File: src/rtl/fifo_pkg.sv
`default_nettype none
// ============================================================================
//  Module      : fifo_pkg
//  Description : Shared constants and helpers for the synchronous FIFO family.
//  Revision    : 1.0 - initial release
// ============================================================================
package fifo_pkg;

    // Read-side presentation modes
    localparam int FIFO_STD  = 0;   // registered read, one cycle after rd
    localparam int FIFO_FWFT = 1;   // head word shown combinationally

    // Ceiling log2, returns at least 1 so address buses never collapse to zero width
    function automatic int clog2(input int value);
        int result;
        result = 0;
        while ((1 << result) < value) begin
            result = result + 1;
        end
        if (result < 1) begin
            result = 1;
        end
        return result;
    endfunction

endpackage
`default_nettype wire

File: src/rtl/fifo_mem_dp.sv
`default_nettype none
// ============================================================================
//  Module      : fifo_mem_dp
//  Description : DEPTH x DATA_WIDTH storage, one synchronous write port and one
//                asynchronous read port. Contents are not reset.
//  Revision    : 1.0 - initial release
// ============================================================================
module fifo_mem_dp #(
    parameter int DATA_WIDTH = 8,
    parameter int DEPTH      = 8,
    parameter int ADDR_W     = 3
) (
    input  logic                  clk,
    input  logic                  we,
    input  logic [ADDR_W-1:0]     waddr,
    input  logic [DATA_WIDTH-1:0] wdata,
    input  logic [ADDR_W-1:0]     raddr,
    output logic [DATA_WIDTH-1:0] rdata
);

    logic [DATA_WIDTH-1:0] r_mem [DEPTH];

    // Write port: store the word on an accepted write
    always_ff @(posedge clk) begin
        if (we) begin
            r_mem[waddr] <= wdata;
        end
    end

    assign rdata = r_mem[raddr];

endmodule
`default_nettype wire

File: src/rtl/sync_fifo_param.sv
`default_nettype none
// ============================================================================
//  Module      : sync_fifo_param
//  Description : Single-clock parametrised FIFO with occupancy count,
//                almost-full/almost-empty flags, optional first-word-fall-through
//                read side and simultaneous read+write on a full FIFO.
//  Revision    : 1.0 - initial release
// ============================================================================
module sync_fifo_param
    import fifo_pkg::*;
#(
    parameter int DATA_WIDTH = 8,
    parameter int DEPTH      = 8,
    parameter int AF_THRESH  = 6,
    parameter int AE_THRESH  = 2,
    parameter int FWFT       = 0,
    localparam int ADDR_W    = clog2(DEPTH),
    localparam int CNT_W     = ADDR_W + 1
) (
    input  logic                  clk,
    input  logic                  rst,
    input  logic                  wr,
    input  logic [DATA_WIDTH-1:0] wdata,
    input  logic                  rd,
    output logic [DATA_WIDTH-1:0] rdata,
    output logic                  valid,
    output logic                  full,
    output logic                  empty,
    output logic                  almost_full,
    output logic                  almost_empty,
    output logic [CNT_W-1:0]      count,
    output logic                  overflow,
    output logic                  underflow
);

    localparam logic [CNT_W-1:0] c_depth = CNT_W'(DEPTH);
    localparam logic [CNT_W-1:0] c_af    = CNT_W'(AF_THRESH);
    localparam logic [CNT_W-1:0] c_ae    = CNT_W'(AE_THRESH);

    // Reject configurations the pointer/counter scheme cannot represent
    if ((DEPTH < 2) || ((DEPTH & (DEPTH - 1)) != 0)) begin : g_chk_depth
        $error("sync_fifo_param: DEPTH must be a power of two >= 2");
    end
    if ((AF_THRESH < 1) || (AF_THRESH > DEPTH)) begin : g_chk_af
        $error("sync_fifo_param: AF_THRESH out of range 1..DEPTH");
    end
    if ((AE_THRESH < 0) || (AE_THRESH > DEPTH - 1)) begin : g_chk_ae
        $error("sync_fifo_param: AE_THRESH out of range 0..DEPTH-1");
    end

    logic [ADDR_W-1:0]     r_wr_ptr;
    logic [ADDR_W-1:0]     r_rd_ptr;
    logic [CNT_W-1:0]      r_count;
    logic                  r_overflow;
    logic                  r_underflow;
    logic                  w_full;
    logic                  w_empty;
    logic                  w_rd_ok;
    logic                  w_wr_ok;
    logic [DATA_WIDTH-1:0] w_mem_rdata;

    // Flags are pure decodes of the registered count
    assign w_full  = (r_count == c_depth);
    assign w_empty = (r_count == '0);

    // A read frees a slot in the same cycle, so a full FIFO can still take a write
    assign w_rd_ok = rd && !w_empty;
    assign w_wr_ok = wr && (!w_full || w_rd_ok);

    fifo_mem_dp #(
        .DATA_WIDTH (DATA_WIDTH),
        .DEPTH      (DEPTH),
        .ADDR_W     (ADDR_W)
    ) u_mem (
        .clk   (clk),
        .we    (w_wr_ok && !rst),
        .waddr (r_wr_ptr),
        .wdata (wdata),
        .raddr (r_rd_ptr),
        .rdata (w_mem_rdata)
    );

    // Pointers, occupancy counter and error pulses
    always_ff @(posedge clk) begin
        if (rst) begin
            r_wr_ptr    <= '0;
            r_rd_ptr    <= '0;
            r_count     <= '0;
            r_overflow  <= 1'b0;
            r_underflow <= 1'b0;
        end else begin
            if (w_wr_ok) begin
                r_wr_ptr <= r_wr_ptr + 1'b1;
            end
            if (w_rd_ok) begin
                r_rd_ptr <= r_rd_ptr + 1'b1;
            end
            case ({w_wr_ok, w_rd_ok})
                2'b10:   r_count <= r_count + 1'b1;
                2'b01:   r_count <= r_count - 1'b1;
                default: r_count <= r_count;
            endcase
            r_overflow  <= wr && !w_wr_ok;
            r_underflow <= rd && !w_rd_ok;
        end
    end

    if (FWFT == FIFO_FWFT) begin : g_fwft
        // Head word is always visible; rd acknowledges it
        assign rdata = w_mem_rdata;
        assign valid = !w_empty;
    end else begin : g_std
        logic [DATA_WIDTH-1:0] r_rdata;
        logic                  r_valid;

        // Registered read: capture the head word on an accepted read
        always_ff @(posedge clk) begin
            if (rst) begin
                r_rdata <= '0;
                r_valid <= 1'b0;
            end else begin
                r_valid <= w_rd_ok;
                if (w_rd_ok) begin
                    r_rdata <= w_mem_rdata;
                end
            end
        end

        assign rdata = r_rdata;
        assign valid = r_valid;
    end

    assign full         = w_full;
    assign empty        = w_empty;
    assign almost_full  = (r_count >= c_af);
    assign almost_empty = (r_count <= c_ae);
    assign count        = r_count;
    assign overflow     = r_overflow;
    assign underflow    = r_underflow;

endmodule
`default_nettype wire
File: config.mk
export PLATFORM = sky130hd
export DESIGN_NAME = sync_fifo_param
export DESIGN_NICKNAME = d
export VERILOG_FILES = /design/src/rtl/fifo_pkg.sv /design/src/rtl/fifo_mem_dp.sv /design/src/rtl/sync_fifo_param.sv
export SDC_FILE = /design/constraint.sdc
export NUM_CORES = 1
export LEC_CHECK = 0
export ABC_AREA = 1
export CORE_MARGIN = 2
export CORE_UTILIZATION = 40
export CTS_BUF_LIST = sky130_fd_sc_hd__clkbuf_16
export DETAILED_ROUTE_END_ITERATION = 6
export PLACE_DENSITY = 0.67
export SYNTH_ARGS = -nofsm -noshare
export SYNTH_HDL_FRONTEND = slang
export SYNTH_HIERARCHICAL = 1
export SYNTH_SLANG_ARGS = --single-unit
File: constraint.sdc
create_clock -name clk -period 2.1 [get_ports clk]
set_clock_uncertainty 0.05 [all_clocks]
set_input_delay 0.63 -clock clk [delete_from_list [all_inputs] [get_ports clk]]
set_output_delay 0.63 -clock clk [all_outputs]
set_load 0.02 [all_outputs]
== Word-level counts from Yosys, hierarchy flattened ==
Memory sizes are Yosys's and may differ from the RTL's. A register that Yosys moved wholly into a read port is not among the register bits.
Index checks and enable logic that the tools add are counted.

* Register bits after elaboration: 13
* RAM bits: 64
* Input bits: 12
* Output and inout port bits: 19
* Logic and storage cells: 32
* Memories kept: 1

* $add $sub $neg: 4
* Magnitude comparators: 2
* Equal/unequal tests: 3
* Muxes and demuxes: 3
* Reduce and logical (&&, ||, !) cells: 13

{| class="wikitable"
|+ Memories
! name !! depth !! bits a word !! read ports !! clocked after Yosys merged registers in !! write ports !! RTL line !! RTL
|-
| u_mem.r_mem || 8 || 8 || 1 || 1 || 1 || fifo_mem_dp.sv:21 || <nowiki>logic [DATA_WIDTH-1:0] r_mem [DEPTH];</nowiki>
|}

{| class="wikitable"
|+ Operators by type and width
! operator !! count
|-
| $pmux W4 S2 || 1
|-
| $add A3 B1 Y3 const B || 2
|-
| $logic_and A1 B1 Y1 || 5
|-
| $logic_not A1 Y1 || 5
|-
| $add A4 B1 Y4 const B || 1
|-
| $eq A4 B4 Y1 const B || 1
|-
| $ge A4 B3 Y1 const B || 1
|-
| $le A4 B2 Y1 const B || 1
|-
| $logic_not A4 Y1 || 1
|-
| $sub A4 B1 Y4 const B || 1
|-
| $eq A2 B1 Y1 const B || 1
|-
| $eq A2 B2 Y1 const B || 1
|-
| $mux W1 || 2
|-
| $reduce_bool A2 Y1 || 1
|-
| $logic_or A1 B1 Y1 || 1
|}

== Longest topological paths before layout ==
* Depth after elaboration: 8
* Depth in mapped cells: 13
* Gate-level depth less buffers: 13

== Cells and area by module ==
The synthesis kept the hierarchy.

{| class="wikitable"
|+ By module, submodules not included
! module !! instances !! cells an instance !! area an instance (um^2)
|-
| fifo_mem_dp || 1 || 295 || 2890.3
|-
| sync_fifo_param || 1 || 123 || 955.9
|}

== Worst setup path before layout ==
Ideal clock, no wire load.

* Path type: input port to flip-flop
* Start: input port rst
* End: memory u_mem.r_mem[1][0] (enable)
* Setup time: 0.370 ns
* Arrival time: 1.580 ns
* Required time: 1.680 ns
* Path slack: 0.100 ns
* Stages on the path: 6
* Path through: inv_1 clkbuf_1 nand2_1 inv_1 nand2_1 nor2_1

* Longest elaborated chain between the ends: 4

{| class="wikitable"
|+ Ends and longest elaborated chain
! element !! RTL line !! RTL
|-
| start: declaration || sync_fifo_param.sv:21 || <nowiki>input logic rst,</nowiki>
|-
| $logic_not A1 Y1 || sync_fifo_param.sv:76 || <nowiki>.we (w_wr_ok && !rst),</nowiki>
|-
| $logic_and A1 B1 Y1 || sync_fifo_param.sv:76 ||
|-
| $mux W1 || fifo_mem_dp.sv:25 || <nowiki>if (we) begin</nowiki>
|-
| $mux W1 (not written as such) || fifo_mem_dp.sv:26 || <nowiki>r_mem[waddr] <= wdata;</nowiki>
|-
| end: declaration || fifo_mem_dp.sv:21 ||
|}

No other way between the ends.

== Worst setup path after layout ==
* Start: register r_count[0] (netlist: count[0])
* End: output port full

* Longest elaborated chain between the ends: 1

{| class="wikitable"
|+ Ends and longest elaborated chain
! element !! RTL line !! RTL
|-
| start: declaration || sync_fifo_param.sv:53 || <nowiki>logic [CNT_W-1:0] r_count;</nowiki>
|-
| start signal: assignment || sync_fifo_param.sv:99 || <nowiki>2'b10: r_count <= r_count + 1'b1;</nowiki>
|-
| start signal: assignment || sync_fifo_param.sv:100 || <nowiki>2'b01: r_count <= r_count - 1'b1;</nowiki>
|-
| start signal: assignment || sync_fifo_param.sv:101 || <nowiki>default: r_count <= r_count;</nowiki>
|-
| $eq A4 B4 Y1 || sync_fifo_param.sv:63 || <nowiki>assign w_full = (r_count == c_depth);</nowiki>
|-
| end: declaration || sync_fifo_param.sv:27 || <nowiki>output logic full,</nowiki>
|}

No other way between the ends.

==> reports/results.ini <==
[placement]
place_ws_ns = -0.3309
gp_congestion = 0.8548
numPortBuffers = 30
place_area_mm2 = 0.004412
dp_cells = 589
place_hpwl_um = 5818

[synth]
synth-xor-area-share_pct = 0.4554
avgSynthCellArea_um2 = 9.201
synth_cell_type_count = 27
synth_top_family_by_area = simple AND/OR/NAND/NOR gates
synthCells = 418
yosysSeqAreaShare_pct = 60.90
syn_area_mm2 = 0.003846
synth-compound-area-share_pct = 2.863
synth_fa_ha_area_share_pct = 1.822
synth_nets = 435
synth-simple-area-share_pct = 22.32
synth_warnings = 6
yosys.area.top_type_share_pct = 49.97
synth_top_area_cell = edfxtp_1
ys_ff_latch = 85
synthMuxAreaShare_pct = 0
synth_area_leaders = edfxtp_1 (50%), nand2_1 (11%), dfxtp_1 (11%)

[layout]
fin_nets = 488
finish.utilization_pct = 50.78
drive_above_1_share_pct = 12.39
final_area_mm2 = 0.004715
final_cells = 605
num_antenna_cells = 0
area_growth_pct = 22.58

[clock_tree]
cts_sinks = 85
cts_root_buf = clkbuf_16
cts_buffer_depth = 2
cts_buffers = 9
cts_setup_buffers = 0
cts.clk_slew.worst_paths_ns = 0.07
htree_levels = 3
clk_latency_ns = 0.34
cts_tree = done

[sta]
setup_slack_ns = 0.08244
fmax_mhz = 495.6
finalSetupViolCount = 0
slew_headroom_pct = 69.67
rsz0062_at_grt = no
maxSlewViolCount = 0
fin_crit_sh_pct = 96.07
tightest_slew_ns = 0.4535
fin_crit_ns = 2.018
final-hold-violation-count = 0
fin_tns_setup_ns = 0

[floorplanning]
core_mm2 = 0.009284
dieArea_mm2 = 0.01042
ios = 31
die_w_um = 102.1
fp-row-count = 35
initial_utilization_pct = 41.43
die_h_um = 102.1

[critical_path]
crit_type = reg -> out
rr_startpoint = count[3]$_SDFFE_PP0P_
startpoint = count[0]$_SDFFE_PP0P_
reg2reg_slack_ns = 0.29
cp.required_ns = 1.42
critPathSlowestCell = dfxtp_2
worstPathMaxFanout = 5
r2r_cells = 13
worstSetupEndpointType = primary output
path_cells = nor2_4, nand3_1, inv_1, dlygate4sd2_1
cp-start-kind = flop
critPathMaxStageDelay_ns = 0.36
setup.worst_path.end = full
critPathArrivalTime_ns = 1.34
rr_endpoint = count[3]$_SDFFE_PP0P_

[route]
vias = 2804
first_pass_iters = 5
wl_um = 8283
routedWlPerCell_um = 13.69
drcViolationCount = 0
ant_nets = 0
viasPerCell = 4.635
drt_iter0_markers = 276

[global_route]
grt_overflow = 0
grt_max_degree = 33
grt_pass1_wl_um = 13460
grt_pass1_vias = 2665
grt_util_met1_pct = 23.92
grt_use_total_pct = 17.53
antenna_found_initial = 0
grt.busiest_layer = met2
use_met3_pct = 4.378
use_met2_pct = 27.28

[power_and_ir_drop]
peakVddDrop_uv = 478.1
pwr_density_cell_mw_per_mm2 = 1093
power_leakage_uw = 0.002181

[status]
status = complete, no violations

[job]
max_cap_viol_count = 0

[hold_path]
hp-class = reg -> reg

## through the flow
step	power [uW]	hold slack (ns)
after floorplan	3157	0.4086
after global placement	3701	0.4154
after detailed placement	3727	0.4220
after CTS	5178	0.4366
after global routing	5466	0.4528
final	5152	0.4313
## layer usage
layer	vias up	routed length [um]
li1	1410	-
met4	0	103
met5	-	0
met1	1289	3769
met2	95	3890
met3	10	520
## worst min path at each step
stage                              from  depth (start not counted)                       end
6_report          rdata[0]$_SDFFE_PP0P_                          2     rdata[0]$_SDFFE_PP0P_
5_1_grt           rdata[6]$_SDFFE_PP0P_                          2     rdata[6]$_SDFFE_PP0P_
4_1_cts           rdata[3]$_SDFFE_PP0P_                          2     rdata[3]$_SDFFE_PP0P_
3_5_place_dp      rdata[3]$_SDFFE_PP0P_                          2     rdata[3]$_SDFFE_PP0P_
3_3_place_gp      rdata[3]$_SDFFE_PP0P_                          2     rdata[3]$_SDFFE_PP0P_
2_1_floorplan  r_rd_ptr[0]$_SDFFE_PP0P_                          1  r_rd_ptr[0]$_SDFFE_PP0P_
## cells in the mapped netlist, drive strengths merged
library cell	number
xor2	2
dfxtp	21
ha	4
and3	1
nand3	39
edfxtp	64
nor3	2
o21ai	17
inv	87
fa	1
buf	12
clkbuf	2
a21oi	5
nand4	1
nor2	39
nand2	121
## logic make-up after synthesis
| logic type | Yosys count |
|---|---|
| AND/OR/NAND/NOR | 203 |
| buffers and inverters | 101 |
| flip-flops | 85 |
| AO/OA/AOI/OAI | 22 |
| adder cells (fa/ha/maj) | 5 |
| XOR/XNOR | 2 |
## cell type report
| class | count | area (um2) |
|---|---|---|
| clock buffers | 9 | 225.2 |
| flip-flops and latches | 85 | 2347 |
| well taps | 129 | 161.4 |
| clock inverters | 7 | 60.06 |
| fillers | 871 | 4569 |
| repair buffers | 56 | 521.8 |
| inverters | 87 | 331.6 |
| multi-input cells | 232 | 1067 |
## flip-flops by register name, indices dropped and copies added (netlist names)
signal,cells
valid,1
r_rd_ptr,3
r_wr_ptr,3
count,4
u_mem/r_mem,64
overflow,1
underflow,1
rdata,8
## worst max-delay path, delay by kind of cell (launching register included)
| kind | cells | cell delay (ns) |
|---|---|---|
| buffers and inverters | 2 | 0.39 |
| and+or+nand+nor | 2 | 0.26 |
| DFF | 1 | 0.36 |
## cells in the final DEF (no fill, tap or decap), types with 4 or more instances in the layout
cell             instances
dlygate4sd2_1            5
clkbuf_16                9
edfxtp_1                64
nor2_1                  35
nand2_1                116
nand3_1                 38
clkdlybuf4s50_1         21
inv_1                   83
o21ai_0                 16
ha_1                     4
a21oi_1                  4
dfxtp_1                 19
buf_4                   24
## timing repair
item | 4_1_cts | 5_1_grt
endpoints found under the setup margin | 7 | 69
pin swaps | 0 | 2
resized for setup | 8 | 9
hold endpoints to repair | 0 | 0
hold buffers | 0 | 0
## power by group
| part | switching (uW) | total [uW] | internal [uW] | leakage [uW] |
|---|---|---|---|---|
| sequential | 112 | 2060 | 1950 | 0.000752 |
| combinational | 988 | 1620 | 627 | 0.00130 |
| clock | 664 | 1480 | 816 | 0.000130 |
| total | 1760 | 5150 | 3390 | 0.00218 |
(Power assumes the default switching activity.)
